`config.mk`:
```
export PLATFORM = sky130hd
export DESIGN_NAME = mem_access_unit
export DESIGN_NICKNAME = d
export VERILOG_FILES = /design/src/rtl/mem_access_unit.sv
export SDC_FILE = /design/constraint.sdc
export NUM_CORES = 1
export LEC_CHECK = 0
export CAP_MARGIN = 0
export CORE_UTILIZATION = 47
export DETAILED_ROUTE_END_ITERATION = 10
export PLACE_DENSITY = 0.81
export SLEW_MARGIN = 20
export SYNTH_ARGS = -nofsm -noshare
export SYNTH_HDL_FRONTEND = slang
export SYNTH_SLANG_ARGS = --single-unit
```
`constraint.sdc`:
```
create_clock -name clk -period 2.29 [get_ports clk]
set_input_delay 0.458 -clock clk [delete_from_list [all_inputs] [get_ports clk]]
set_output_delay 0.458 -clock clk [all_outputs]
set_load 0.05 [all_outputs]
```
`src/rtl/mem_access_unit.sv`:
```
// Memory access unit: sequences CPU loads/stores onto a single-cycle RAM/MMIO bus with sub-word merge.
// Define MAU_MISALIGN_CHECK_EN to abort misaligned halfword/word accesses with rsp_misalign.
module mem_access_unit (
    input  logic        clk,
    input  logic        rst_n,
    input  logic        req_valid,
    output logic        req_ready,
    input  logic        req_we,
    input  logic [1:0]  req_size,
    input  logic        req_unsigned,
    input  logic [31:0] req_addr,
    input  logic [31:0] req_wdata,
    output logic        rsp_valid,
    output logic [31:0] rsp_rdata,
    output logic        rsp_misalign,
    output logic [31:0] bus_adr,
    output logic [31:0] bus_wdin,
    output logic        bus_we,
    input  logic [31:0] bus_rd,
    output logic [1:0]  dbg_state
);

    // Handshake: a request transfers on a rising edge where req_valid && req_ready (ready only in IDLE);
    // rsp_valid is a single-cycle pulse that cannot be stalled.
    typedef enum logic [1:0] {
        IDLE  = 2'd0,
        READ  = 2'd1,
        WRITE = 2'd2,
        RESP  = 2'd3
    } state_t;

    state_t      state;
    logic [1:0]  a_lane;
    logic [1:0]  a_size;
    logic        a_uns;
    logic        a_we;
    logic        a_mmio;
    logic [15:0] a_wdata;

    logic        req_mmio;
    logic        req_sub;
    logic        req_mis;
    logic [31:0] req_bus_adr;

    always_comb begin
        req_mmio    = (req_addr[31:12] == 20'hFFFFF);
        req_sub     = ~req_size[1];
        req_bus_adr = req_mmio ? req_addr : {req_addr[31:2], 2'b00};
`ifdef MAU_MISALIGN_CHECK_EN
        req_mis     = ((req_size == 2'b01) && req_addr[0]) ||
                      (req_size[1] && (req_addr[1:0] != 2'b00));
`else
        req_mis     = 1'b0;
`endif
    end

    logic [7:0]  ld_byte;
    logic [15:0] ld_half;
    logic [31:0] ld_data;
    logic [31:0] st_data;

    // Load extraction and sub-word merge both work on the word currently on bus_rd.
    always_comb begin
        ld_byte = bus_rd[{a_lane, 3'b000} +: 8];
        ld_half = bus_rd[{a_lane[1], 4'b0000} +: 16];
        if (a_mmio || a_size[1])
            ld_data = bus_rd;
        else if (a_size[0])
            ld_data = {{16{ld_half[15] & ~a_uns}}, ld_half};
        else
            ld_data = {{24{ld_byte[7] & ~a_uns}}, ld_byte};
        st_data = bus_rd;
        if (a_size[0])
            st_data[{a_lane[1], 4'b0000} +: 16] = a_wdata;
        else
            st_data[{a_lane, 3'b000} +: 8] = a_wdata[7:0];
    end

    always_ff @(posedge clk or negedge rst_n) begin
        if (!rst_n) begin
            state        <= IDLE;
            req_ready    <= 1'b1;
            rsp_valid    <= 1'b0;
            rsp_rdata    <= 32'h0;
            rsp_misalign <= 1'b0;
            bus_adr      <= 32'h0;
            bus_wdin     <= 32'h0;
            bus_we       <= 1'b0;
            a_lane       <= 2'b00;
            a_size       <= 2'b00;
            a_uns        <= 1'b0;
            a_we         <= 1'b0;
            a_mmio       <= 1'b0;
            a_wdata      <= 16'h0;
        end else begin
            case (state)
                IDLE: begin
                    if (req_valid) begin
                        a_lane    <= req_addr[1:0];
                        a_size    <= req_size;
                        a_uns     <= req_unsigned;
                        a_we      <= req_we;
                        a_mmio    <= req_mmio;
                        a_wdata   <= req_wdata[15:0];
                        req_ready <= 1'b0;
                        if (req_mis) begin
                            state        <= RESP;
                            rsp_valid    <= 1'b1;
                            rsp_misalign <= 1'b1;
                            rsp_rdata    <= 32'h0;
                        end else if (!req_we || (req_sub && !req_mmio)) begin
                            // Loads and RAM sub-word stores need the current word first.
                            state   <= READ;
                            bus_adr <= req_bus_adr;
                        end else begin
                            state    <= WRITE;
                            bus_adr  <= req_bus_adr;
                            bus_wdin <= req_wdata;
                            bus_we   <= 1'b1;
                        end
                    end
                end
                READ: begin
                    if (a_we) begin
                        state    <= WRITE;
                        bus_wdin <= st_data;
                        bus_we   <= 1'b1;
                    end else begin
                        state        <= RESP;
                        rsp_valid    <= 1'b1;
                        rsp_misalign <= 1'b0;
                        rsp_rdata    <= ld_data;
                        bus_adr      <= 32'h0;
                    end
                end
                WRITE: begin
                    state        <= RESP;
                    bus_we       <= 1'b0;
                    bus_adr      <= 32'h0;
                    bus_wdin     <= 32'h0;
                    rsp_valid    <= 1'b1;
                    rsp_misalign <= 1'b0;
                end
                RESP: begin
                    state        <= IDLE;
                    rsp_valid    <= 1'b0;
                    rsp_misalign <= 1'b0;
                    req_ready    <= 1'b1;
                end
                default: state <= IDLE;
            endcase
        end
    end

    assign dbg_state = state;

endmodule

```
==> out/metrics.yaml, run 1 <==
timing:
  tightest_slew_ns: 0.6944
  fin_tns_setup_ns: 0
  setup_violations: 0
  finClkSkew_ns: 0.01068
  max_freq_mhz: 447.5
  rsz0062_at_grt: "false"
  layout_min_cycle_time_ns: 2.235
  slew_viol_final: 0
  hold_viol: 0
  max_slew_margin: 0.5370
  period_share: 0.9759
power:
  peakVddDrop_v: 0.001154
  leakage_uw: 0.004115
  p_per_area_mw_per_mm2: 1809
yosys:
  ys_seq_area_frac: 0.4702
  syn_area_sq_mm: 0.006601
  ys_warn_count: 0
  synth_flop_cell: "dfrtp_1"
  avgSynthCellArea_sq_um: 9.233
  synth_edf_count: 0
  ys_ff_latch: 124
  synthDistinctLibCells: 44
  netlist_instances: 715
  synthesis.nets: 827
  async_flop_share: 1.000
critical_path:
  slowest_delay_ns: 0.81
  path_depth: 1
  cp.arrival_ns: 1.78
  cp-startpoint: "req_ready"
  cpMaxStageDelayCell: "clkdlybuf4s50_1"
  setup.worst_path.start_class: "flop"
  cp.required_ns: 1.83
  worst_setup_path_end_kind: "output port"
  path_class: "flop to output port"
  critical_path_buf_inv_count: 1
  r2r_slack_ns: 0.22
  crit_path_cell_trace: "clkdlybuf4s50_1"
  crit_path_end: "req_ready"
  critPathTopFamily: "buffers and inverters"
  timing.rr.start: "a_lane[1]"
  worstPathMaxFanout: 3
  timing.rr.end: "bus_wdin[14]"
  ff2ff_path_depth: 8
floorplan:
  ioPinCount: 205
  core-area_sq_mm: 0.01345
  die_y_um: 120.5
  dieWidth_um: 120.5
  dieArea_sq_mm: 0.01452
  row_count: 42
  start_util: 0.4907
final_layout:
  layout.nets: 1028
  final_layout_size_suffix_gt1_frac: 0.1098
  area_growth_pct: 45.66
  diodes: 0
  fin_area_sq_mm: 0.009615
  final.fill_count: 1048
clock_tree:
  cts_root_buf: "clkbuf_16"
  cts_made_buffers: 17
  cts_setup_buffers: 0
  clock_sinks: 124
  clk-insertion-delay-late_ns: 0.42
  htreeDepth: 4
  cts_buffer_depth: 2
  cts_tree: "yes"
  cts.clk_slew.worst_paths_ns: 0.05
global_route:
  grt_pass1_wl_mm: 32.93
  antenna_found_initial: 0
  grt_overflow: 0
  grt_max_degree: 74
  track_usage: 0.2970
  grt_pass1_vias: 6148
placed_design:
  io_buffers: 203
  post-dp-hpwl_mm: 14.94
  place_area_sq_mm: 0.008935
  gp_congestion: 0.8859
job:
  drv_cap: 0
min_path:
  worstHoldPathType: "flop to flop"
routing:
  drt_iter0_markers: 371
  wl_per_cell_um: 19.10
  via_count: 6455
  drc: 0
  viasPerCell: 5.842
  drt-pass1-iter-count: 5
  ant_nets: 0
  wl_mm: 21.10
status:
  status: "completed"
-- Yosys cell counts (8+ instances only) --
| master | count | area, sq um |
|---|---|---|
| nor2_1 | 27 | 101.4 |
| a311oi_1 | 9 | 78.83 |
| ha_1 | 9 | 112.6 |
| a21oi_1 | 64 | 320.3 |
| nand3_1 | 33 | 165.2 |
| nor2b_1 | 10 | 62.56 |
| o21ai_1 | 43 | 215.2 |
| a221oi_1 | 24 | 210.2 |
| nand2_1 | 149 | 559.3 |
| mux2i_1 | 36 | 360.4 |
| buf_2 | 15 | 75.07 |
| dfrtp_1 | 123 | 3078 |
| o21ai_0 | 18 | 90.09 |
| a211oi_1 | 34 | 255.2 |
| clkbuf_1 | 27 | 101.4 |
| mux2_2 | 26 | 292.8 |
| inv_1 | 8 | 30.03 |
-- cells by family after synthesis --
kind of cell / Yosys count / share of synthesized area
AOI/OAI and AO/OA: 212 / 0.2066
muxes: 63 / 0.1012
adders and majority gates: 9 / 0.01706
DFF: 124 / 0.4702
buffers and inverters: 65 / 0.04606
other: 1 / 0.0005681
and+or+nand+nor: 241 / 0.1583
-- state kept, by name, summed over array words and instances, names as in the netlist --
signal	count
a_lane	2
a_mmio	1
a_size	2
a_uns	1
a_wdata	16
a_we	1
bus_adr	32
bus_wdin	32
bus_we	1
dbg_state	2
req_ready	1
rsp_rdata	32
rsp_valid	1
-- how the worst min path moves through the flow --
stage	startpoint	endpoint	slack, ns	cells past startpoint
floorplan	rst_n	a_lane[0]	0.16	0
global placement	rst_n	bus_wdin[2]	0.43	1
detailed placement	rst_n	bus_wdin[2]	0.43	1
CTS	bus_adr[20]	bus_adr[20]	0.47	2
global route	bus_adr[7]	bus_adr[7]	0.49	2
finish	bus_adr[15]	bus_adr[15]	0.46	2
-- report_power, final --
| part | internal (uW) | switching (uW) |
|---|---|---|
| registers | 3230 | 783 |
| clock network | 1990 | 953 |
| logic | 3690 | 6760 |
| total | 8910 | 8490 |
-- metrics by stage --
step / cells / setup slack [ns] / power (uW) / hold WS (ns) / util
6_report: 1105 / 0.05527 / 17400 / 0.4599 / 0.7148
5_1_grt: 1105 / 0.01442 / 18340 / 0.4942 / 0.7148
4_1_cts: 1104 / 0.05451 / 17340 / 0.4660 / 0.7121
3_5_place_dp: 1071 / 0.1280 / 14340 / 0.4254 / 0.6642
3_3_place_gp: 1071 / 0.1841 / 14080 / 0.4295 / 0.6642
2_1_floorplan: 715 / 0.03908 / 11080 / 0.1624 / -
-- layer usage --
metal / vias up / global-route usage / share of wire
li1: 2981 / - / -
met1: 3087 / 0.3653 / 0.40
met2: 333 / 0.4842 / 0.48
met3: 54 / 0.09575 / 0.097
met4: 0 / 0.1150 / 0.031
met5: - / 0 / 0
-- placed cells by master (no fill, tap or decap), drive strengths merged, types with 7 or more instances in the layout --
master,netlist,final
clkdlybuf4s50,0,202
nand2,149,149
dfrtp,123,123
a21oi,64,64
o21ai,61,61
mux2i,36,36
a211oi,35,35
buf,29,34
nand3,33,33
nor2,28,28
mux2,27,27
clkbuf,27,26
a221oi,24,24
nor2b,11,11
a311oi,9,9
ha,9,9
inv,9,9
nor3,7,7
-- cell type report --
class	instances	area, sq um	area share
Sequential cell	124	3107	0.3231
Clock buffer	25	475.5	0.04945
Inverter	9	33.78	0.003513
Multi-Input combinational cell	526	3219	0.3348
Clock inverter	7	160.2	0.01666
Tap cell	176	220.2	0.02290
Timing Repair Buffer	238	2400	0.2496
-- timing repair --
action,CTS,global route
gates resized for setup,0,2
hold endpoints to repair,28,0
hold buffers,1,0
endpoints found under the setup margin,0,3
Power figures use the tool's default switching activity.
==> inputs of run 2 (changes only) <==
REMOVE_ABC_BUFFERS = 1   (was not set)
==> run 2 against run 1 <==
- the flow now finishes with violations (negative hold slack)
- largest cell class unchanged
- register-to-register slack got worse by 0.06 ns
- worst hold slack got worse by 0.46 ns
- core utilization decreased by 0.40 points
- critical endpoint unchanged
- worst setup slack improved by 0.034 ns
- die area unchanged
- design area decreased by 0.56%
- count of clock-buffer cells in the layout increased by 1
==> out/metrics.yaml, run 2 (synthesis gave the netlist of run 1 again) <==
timing:
  setup_violations: 0
  hold_viol: 1
  fin_tns_setup_ns: 0
  rsz0062_at_grt: "true"
  slew_viol_final: 0
  layout_min_cycle_time_ns: 2.200
  max_freq_mhz: 454.5
  holdWs_ns: -0.0003850
  max_slew_margin: 0.5505
  finClkSkew_ns: 0.008021
  period_share: 0.9609
  tightest_slew_ns: 0.6729
final_layout:
  layout.nets: 1025
  final.fill_count: 999
  final_common_cell: "clkdlybuf4s50_1"
  final_layout_size_suffix_gt1_frac: 0.1145
  area_growth_pct: 44.84
  diodes: 0
  mostFrequentLayoutCells: "clkdlybuf4s50_1 (202), nand2_1 (149), dfrtp_1 (121), a21oi_1 (64), o21ai_1 (43)"
  seqCellArea_sq_mm: 0.003107
  multi_input_comb_area_sq_mm: 0.003226
  reg_top3: "bus_adr (32), bus_wdin (32), rsp_rdata (32)"
clock_tree:
  clock_sinks: 124
  cts_tree: "yes"
  htreeDepth: 4
  cts_made_buffers: 17
  clk-insertion-delay-late_ns: 0.42
  cts_setup_buffers: 0
  cts_root_buf: "clkbuf_16"
  cts_buffer_depth: 2
  cts.clk_slew.worst_paths_ns: 0.05
global_route:
  grt_overflow: 0
  track_usage: 0.2940
  grt_pass1_wl_mm: 32.97
  top_usage_layer: "met2"
  antenna_found_initial: 0
  grt_util_met2: 0.4670
  grt_use_met3: 0.06792
  grt_max_degree: 74
  grt_use_met1: 0.3820
  grt_pass1_vias: 6372
min_path:
  worstHoldPathType: "primary input to asynchronous set/reset pin"
job:
  drv_cap: 0
floorplan:
  dieWidth_um: 120.5
  row_count: 42
  core-area_sq_mm: 0.01345
  dieArea_sq_mm: 0.01452
  start_util: 0.4907
  ioPinCount: 205
  die_y_um: 120.5
power:
  p_total_uw: 17240
  p_per_area_mw_per_mm2: 1803
  p_int_uw: 8729
  p_comb_frac: 0.611
  seq_power_share: 0.231
  peakVddDrop_v: 0.001460
  switching_share: 0.4936
  leakage_uw: 0.004081
  pwr-share-clk: 0.158
  p_switching_uw: 8508
routing:
  wl_mm: 20.26
  drc: 0
  wl_per_cell_um: 18.38
  via_count: 6364
  drt_iter0_markers: 398
  viasPerCell: 5.775
  ant_nets: 0
  drt-pass1-iter-count: 6
critical_path:
  critPathTopFamily: "buffers and inverters"
  path_class: "flop to output port"
  slowest_delay_ns: 0.79
  crit_path_cell_trace: "clkdlybuf4s50_1"
  worst_setup_path_end_kind: "output port"
  cpMaxStageDelayCell: "clkdlybuf4s50_1"
  cp.required_ns: 1.83
  critical_path_buf_inv_count: 1
  worstPathMaxFanout: 3
  setup.worst_path.start_class: "flop"
  cp.arrival_ns: 1.74
status:
  violations: "negative hold slack"
  status: "finished with violations"
placed_design:
  io_buffers: 203
  gp_congestion: 0.8672
  post-dp-hpwl_mm: 14.16
run 2: stage by stage:
step	cells	area [sq um]	hold slack [ns]	utilization	worst slack, ns
2_1_floorplan	659	6331	0.1624	-	-1.621
3_3_place_gp	1070	8940	0.4489	0.6645	0.1932
3_5_place_dp	1070	8940	0.4478	0.6645	0.1214
4_1_cts	1102	9542	0.006436	0.7093	0.07153
5_1_grt	1102	9562	0.02268	0.7108	-0.03432
6_report	1102	9562	-0.0003850	0.7108	0.08958
run 2: layer usage:
layer / wire (um) / vias to the layer above
li1: - / 2972
met1: 8689 / 3044
met2: 9500 / 303
met3: 1505 / 45
met4: 565 / 0
met5: 0 / -
run 2: cell type report:
cell class,count,share of cell area
timing repair buffer,235,0.2478
sequential,124,0.3249
multi-input combinational,526,0.3373
inverter,9,0.003926
clock buffer,26,0.05431
tap,176,0.02303
clock inverter,6,0.008636
run 2: power groups by stage:
stage	sequential (uW)	clock, uW	combinational (uW)
2_1_floorplan	6710	0	3960
3_3_place_gp	3950	0	10200
3_5_place_dp	3980	0	10400
4_1_cts	3970	2740	10500
5_1_grt	4090	2840	11400
6_report	3980	2720	10500
run 2: worst paths after layout:
kind	startpoint	to	slack [ns]	depth (start not counted)
setup / recovery	req_ready	req_ready	0.09	1
hold / removal	rst_n	bus_adr[4]	-0.0004	1
setup reg to reg	a_lane[1]	bus_wdin[18]	0.16	8
hold reg to reg	bus_adr[26]	bus_adr[26]	0.46	2
max in group asynchronous	rst_n	bus_wdin[19]	1.63	2
min in group clk	bus_adr[26]	bus_adr[26]	0.46	2
run 2: repair_timing:
action                                  4_1_cts  5_1_grt
resized for setup                             0        5
endpoints found under the setup margin        0        4
hold buffers                                  0        0
